<file path="src/rtl/left_shift_seq.sv">
// Multi-cycle left shift/rotate unit: one bit position per clock.
// Ports: CLK, RESET (sync, active-low), START, DATA1 (value),
//   DATA2 (control: [7:6] mode, [3:0] amount), BUSY, DONE, RESULT.
module left_shift_seq (
    input  logic       CLK,
    input  logic       RESET,
    input  logic       START,
    input  logic [7:0] DATA1,
    input  logic [7:0] DATA2,
    output logic       BUSY,
    output logic       DONE,
    output logic [7:0] RESULT
);

    typedef enum logic [1:0] {
        IDLE  = 2'b00,
        SHIFT = 2'b01,
        FIN   = 2'b10
    } state_t;

    localparam logic [1:0] MODE_LOG  = 2'b00;
    localparam logic [1:0] MODE_ARI  = 2'b01;
    localparam logic [1:0] MODE_ROT  = 2'b10;
    localparam logic [1:0] MODE_PASS = 2'b11;

    state_t     state, state_n;
    logic [7:0] sr, sr_n;
    logic [3:0] cnt, cnt_n;
    logic [1:0] mode, mode_n;
    logic       busy, busy_n;
    logic       done, done_n;
    logic [7:0] result, result_n;
    logic [7:0] step;
    logic       accept;

    always_ff @(posedge CLK) begin
        if (!RESET) begin
            state  <= IDLE;
            sr     <= 8'h00;
            cnt    <= 4'd0;
            mode   <= MODE_LOG;
            busy   <= 1'b0;
            done   <= 1'b0;
            result <= 8'h00;
        end else begin
            state  <= state_n;
            sr     <= sr_n;
            cnt    <= cnt_n;
            mode   <= mode_n;
            busy   <= busy_n;
            done   <= done_n;
            result <= result_n;
        end
    end

    // One step of the selected left operation on the shift register.
    always_comb begin
        step = sr;
        case (mode)
            MODE_LOG: step = {sr[6:0], 1'b0};
            MODE_ARI: step = {sr[7], sr[5:0], 1'b0};
            MODE_ROT: step = {sr[6:0], sr[7]};
            default:  step = sr;
        endcase
    end

    // The FIN cycle's closing edge doubles as the earliest acceptance
    // edge, giving N+1 cycle back-to-back throughput.
    assign accept = START && (state != SHIFT);

    always_comb begin
        state_n  = state;
        sr_n     = sr;
        cnt_n    = cnt;
        mode_n   = mode;
        busy_n   = busy;
        done_n   = 1'b0;
        result_n = result;
        case (state)
            IDLE, FIN: begin
                busy_n  = 1'b0;
                state_n = IDLE;
                if (accept) begin
                    sr_n   = DATA1;
                    cnt_n  = DATA2[3:0];
                    mode_n = DATA2[7:6];
                    busy_n = 1'b1;
                    if (DATA2[3:0] == 4'd0 || DATA2[7:6] == MODE_PASS) begin
                        state_n  = FIN;
                        done_n   = 1'b1;
                        result_n = DATA1;
                    end else begin
                        state_n = SHIFT;
                    end
                end
            end
            SHIFT: begin
                sr_n  = step;
                cnt_n = cnt - 4'd1;
                if (cnt == 4'd1) begin
                    result_n = step;
                    done_n   = 1'b1;
                    state_n  = FIN;
                end
            end
            default: begin
                state_n = IDLE;
                busy_n  = 1'b0;
            end
        endcase
    end

    assign BUSY   = busy;
    assign DONE   = done;
    assign RESULT = result;

endmodule

</file>
<file path="config.mk">
export PLATFORM = sky130hd
export DESIGN_NAME = left_shift_seq
export DESIGN_NICKNAME = d
export VERILOG_FILES = /design/src/rtl/left_shift_seq.sv
export SDC_FILE = /design/constraint.sdc
export NUM_CORES = 1
export LEC_CHECK = 0
export BUFFER_PORTS_ARGS = -buffer_cell sky130_fd_sc_hd__buf_2
export CAP_MARGIN = 30
export CORE_ASPECT_RATIO = 0.75
export CORE_MARGIN = 3
export CORE_UTILIZATION = 53
export DETAILED_ROUTE_END_ITERATION = 10
export PLACE_DENSITY_LB_ADDON = 0.2
export SLEW_MARGIN = 10
export SYNTH_ARGS = -nofsm -noshare
export SYNTH_HDL_FRONTEND = slang
export SYNTH_SLANG_ARGS = --single-unit
</file>
<file path="constraint.sdc">
create_clock -name CLK -period 1.8 [get_ports CLK]
set_clock_uncertainty 0.2 [all_clocks]
set_input_delay 0.54 -clock CLK [delete_from_list [all_inputs] [get_ports CLK]]
set_output_delay 0.54 -clock CLK [all_outputs]
set_load 0.05 [all_outputs]
</file>
==> impl_metrics.csv <==
group,metric,value,unit
route,postRouteAntennaNets,0,
finish,syn_to_final_growth,16.7,%
global_route,grt_pass1_vias,1115,
synthesis,ys_seq_elements,26,
floorplan,core-area,2400,sq um
synthesis,synth.distinct_cells,39,
synthesis,synth_fp_nets,173,
finish,drive_above_1_share,0.328,
sta,fmax,0.569,GHz
finish,diodes,0,
synthesis,synthTopCellsByCount,"26 x dfxtp_1, 18 x nand2_1, 8 x and2_1",
floorplan,initial_core_util,0.583,
flow_run,maxCapViolCount,0,
clock_tree,clk_pin_slew_worst_paths,0.14,ns
clock_tree,clock_latency,0.32,ns
synthesis,yosysWarnings,0,
place,hpwl,2410,microns
place,io_buffer_count,26,
global_route,grt_use_total,0.208,
sta,relSlewSlack,0.757,
global_route,overflow,0,
synthesis,synth_flop_cell,"dfxtp_1",
synthesis,synth_most_common_cell,"dfxtp_1",
sta,tightest_slew,0.364,ns
floorplan,rows,15,
place,gp_congestion,0.798,
synthesis,synth_top_area_share,0.371,
global_route,grt_max_degree,15,
clock_tree,cts-root-buf,"clkbuf_4",
sta,period_minus_slack,1.76,ns
finish,final_cells,217,
route,viasPerCell,5.67,
global_route,grt_first_pass_wirelength,5310,microns
setup_path,critPathArrivalTime,1.79,ns
setup_path,path_class,"flop to flop",
synthesis,ys_top_cells_by_area,"dfxtp_1 37%, a211oi_2 5.4%, nand2_1 4.8%",
route,vias,1231,
setup_path,cp_data_required_time,1.83,ns
power_and_ir_drop,power.density,812,nW/um^2
finish,multi_input_area,822,sq um
finish,regArea,522,sq um
floorplan,die_area,3300,sq um
synthesis,async_flop_share,0,
synthesis,synth_top_cell_by_area,"dfxtp_1",
sta,hold_slack,0.249,ns
route,first_iter_violations,61,
sta,maxSlewViolCount,0,
power_and_ir_drop,p_leak,0.686,nW
sta,setup_viol,0,
worst_hold_path,hold_path.class,"input pin to flop",
sta,hold_viol_final,0,
route,drc,0,
synthesis,yosysSeqAreaShare,0.371,
clock_tree,cts_sinks,26,
setup_path,start_kind,"flop",
sta,fin_crit_sh,0.977,
place,dp_cells,212,
clock_tree,cts_max_level,1,
setup_path,cp_max_fo,10,
global_route,antenna_found_initial,0,
route,wire_per_inst,15.3,microns
floorplan,die_h,50.5,microns
floorplan,io-pin-count,29,
finish,fin_nets,205,
finish,final_core_util,0.681,
floorplan,die_w,65.4,microns
synthesis,syn_inst,152,
finish,fillers,211,
setup_path,cp-end-kind,"flop",
synthesis,synth-edff-count,0,
power_and_ir_drop,total_power,1.33,mW
run_status,run_status,"complete, no violations",
synthesis,syn_avg_cell_area,9.22,sq um
clock_tree,tritoncts,"yes",
clock_tree,cts_made_buffers,3,
clock_tree,clock_path_buffers,2,
route,wirelength,3310,microns
synthesis,netlist_area,1400,sq um
power_and_ir_drop,peakVddDrop,0.510,mV
route,drtPass1Iterations,4,
-- path summary, 6_finish.rpt --
kind / start / end / slack (ns) / cells past startpoint
max: mode[0] / sr[6] / 0.04 / 4
min reg2reg: RESULT[7] / RESULT[7] / 0.27 / 2
min: DATA2[6] / mode[0] / 0.25 / 3
max reg2reg: mode[0] / sr[6] / 0.04 / 4
-- layout make-up --
class / count / share of cell area
Clock buffer: 4 / 0.0222
Multi-Input combinational cell: 115 / 0.503
Tap cell: 34 / 0.0260
Inverter: 2 / 0.00459
Timing Repair Buffer: 36 / 0.125
Sequential cell: 26 / 0.319
-- timing repair --
item / 4_1_cts / 5_1_grt
setup buffers: 0 / 0
setup endpoints to repair: 0 / 10
hold buffers: 0 / 0
gates resized for setup: 0 / 5
-- per-stage QoR --
| step | TNS (ns) | setup slack, ns | area [sq um] |
|---|---|---|---|
| floorplan | 0 | 0.161 | 1400 |
| global placement | -0.0695 | -0.0278 | 1580 |
| detailed placement | -0.351 | -0.0766 | 1580 |
| CTS | 0 | 0.00229 | 1620 |
| global route | -0.00320 | -0.00320 | 1640 |
| finish | 0 | 0.0414 | 1640 |
-- kinds of logic (layout without fill, tap and decap cells) --
kind of cell | after synthesis | count (layout) | share of synthesized area
fa+ha+maj | 2 | 2 | 0.0179
flops | 26 | 26 | 0.371
mux | 5 | 5 | 0.0375
simple gates | 62 | 63 | 0.268
compound gates | 45 | 45 | 0.250
buf+inv | 12 | 42 | 0.0554
-- power by group --
part           internal [mW]  total [mW]  switching, mW
Clock                  0.124       0.298          0.174
Combinational          0.147       0.359          0.212
Sequential             0.627       0.670         0.0433
-- flip-flops by register name (all words and copies together) (netlist names) --
register and count:
cnt 4, mode 2, state 2, BUSY 1, DONE 1, RESULT 8
sr 8
-- critical path, stage by stage, from the launching register on --
cell,delay (ns)
dfxtp_1,0.56
nand2_2,0.21
a211oi_2,0.37
o2bb2ai_1,0.15
and2_1,0.17
-- metal layers --
layer	track usage	wire (microns)	up-vias
met4	0.0414	17	0
met2	0.329	1530	50
li1	-	-	608
met3	0.0492	266	6
met5	0	0	-
met1	0.290	1490	567
-- placed cells by master (no fill, tap or decap), types with 4 or more instances in the layout --
| cell type | count |
|---|---|
| a211oi_2 | 6 |
| a21boi_1 | 5 |
| a21oi_1 | 7 |
| and2_1 | 7 |
| and3_1 | 7 |
| buf_2 | 26 |
| buf_4 | 10 |
| dfxtp_1 | 25 |
| nand2_1 | 18 |
| nor2_1 | 4 |
| nor2b_1 | 5 |
| o21ai_0 | 6 |
| o2bb2ai_1 | 7 |
| o31ai_1 | 5 |
| or3_1 | 5 |
No activity file was read; power rests on OpenSTA's default activity.
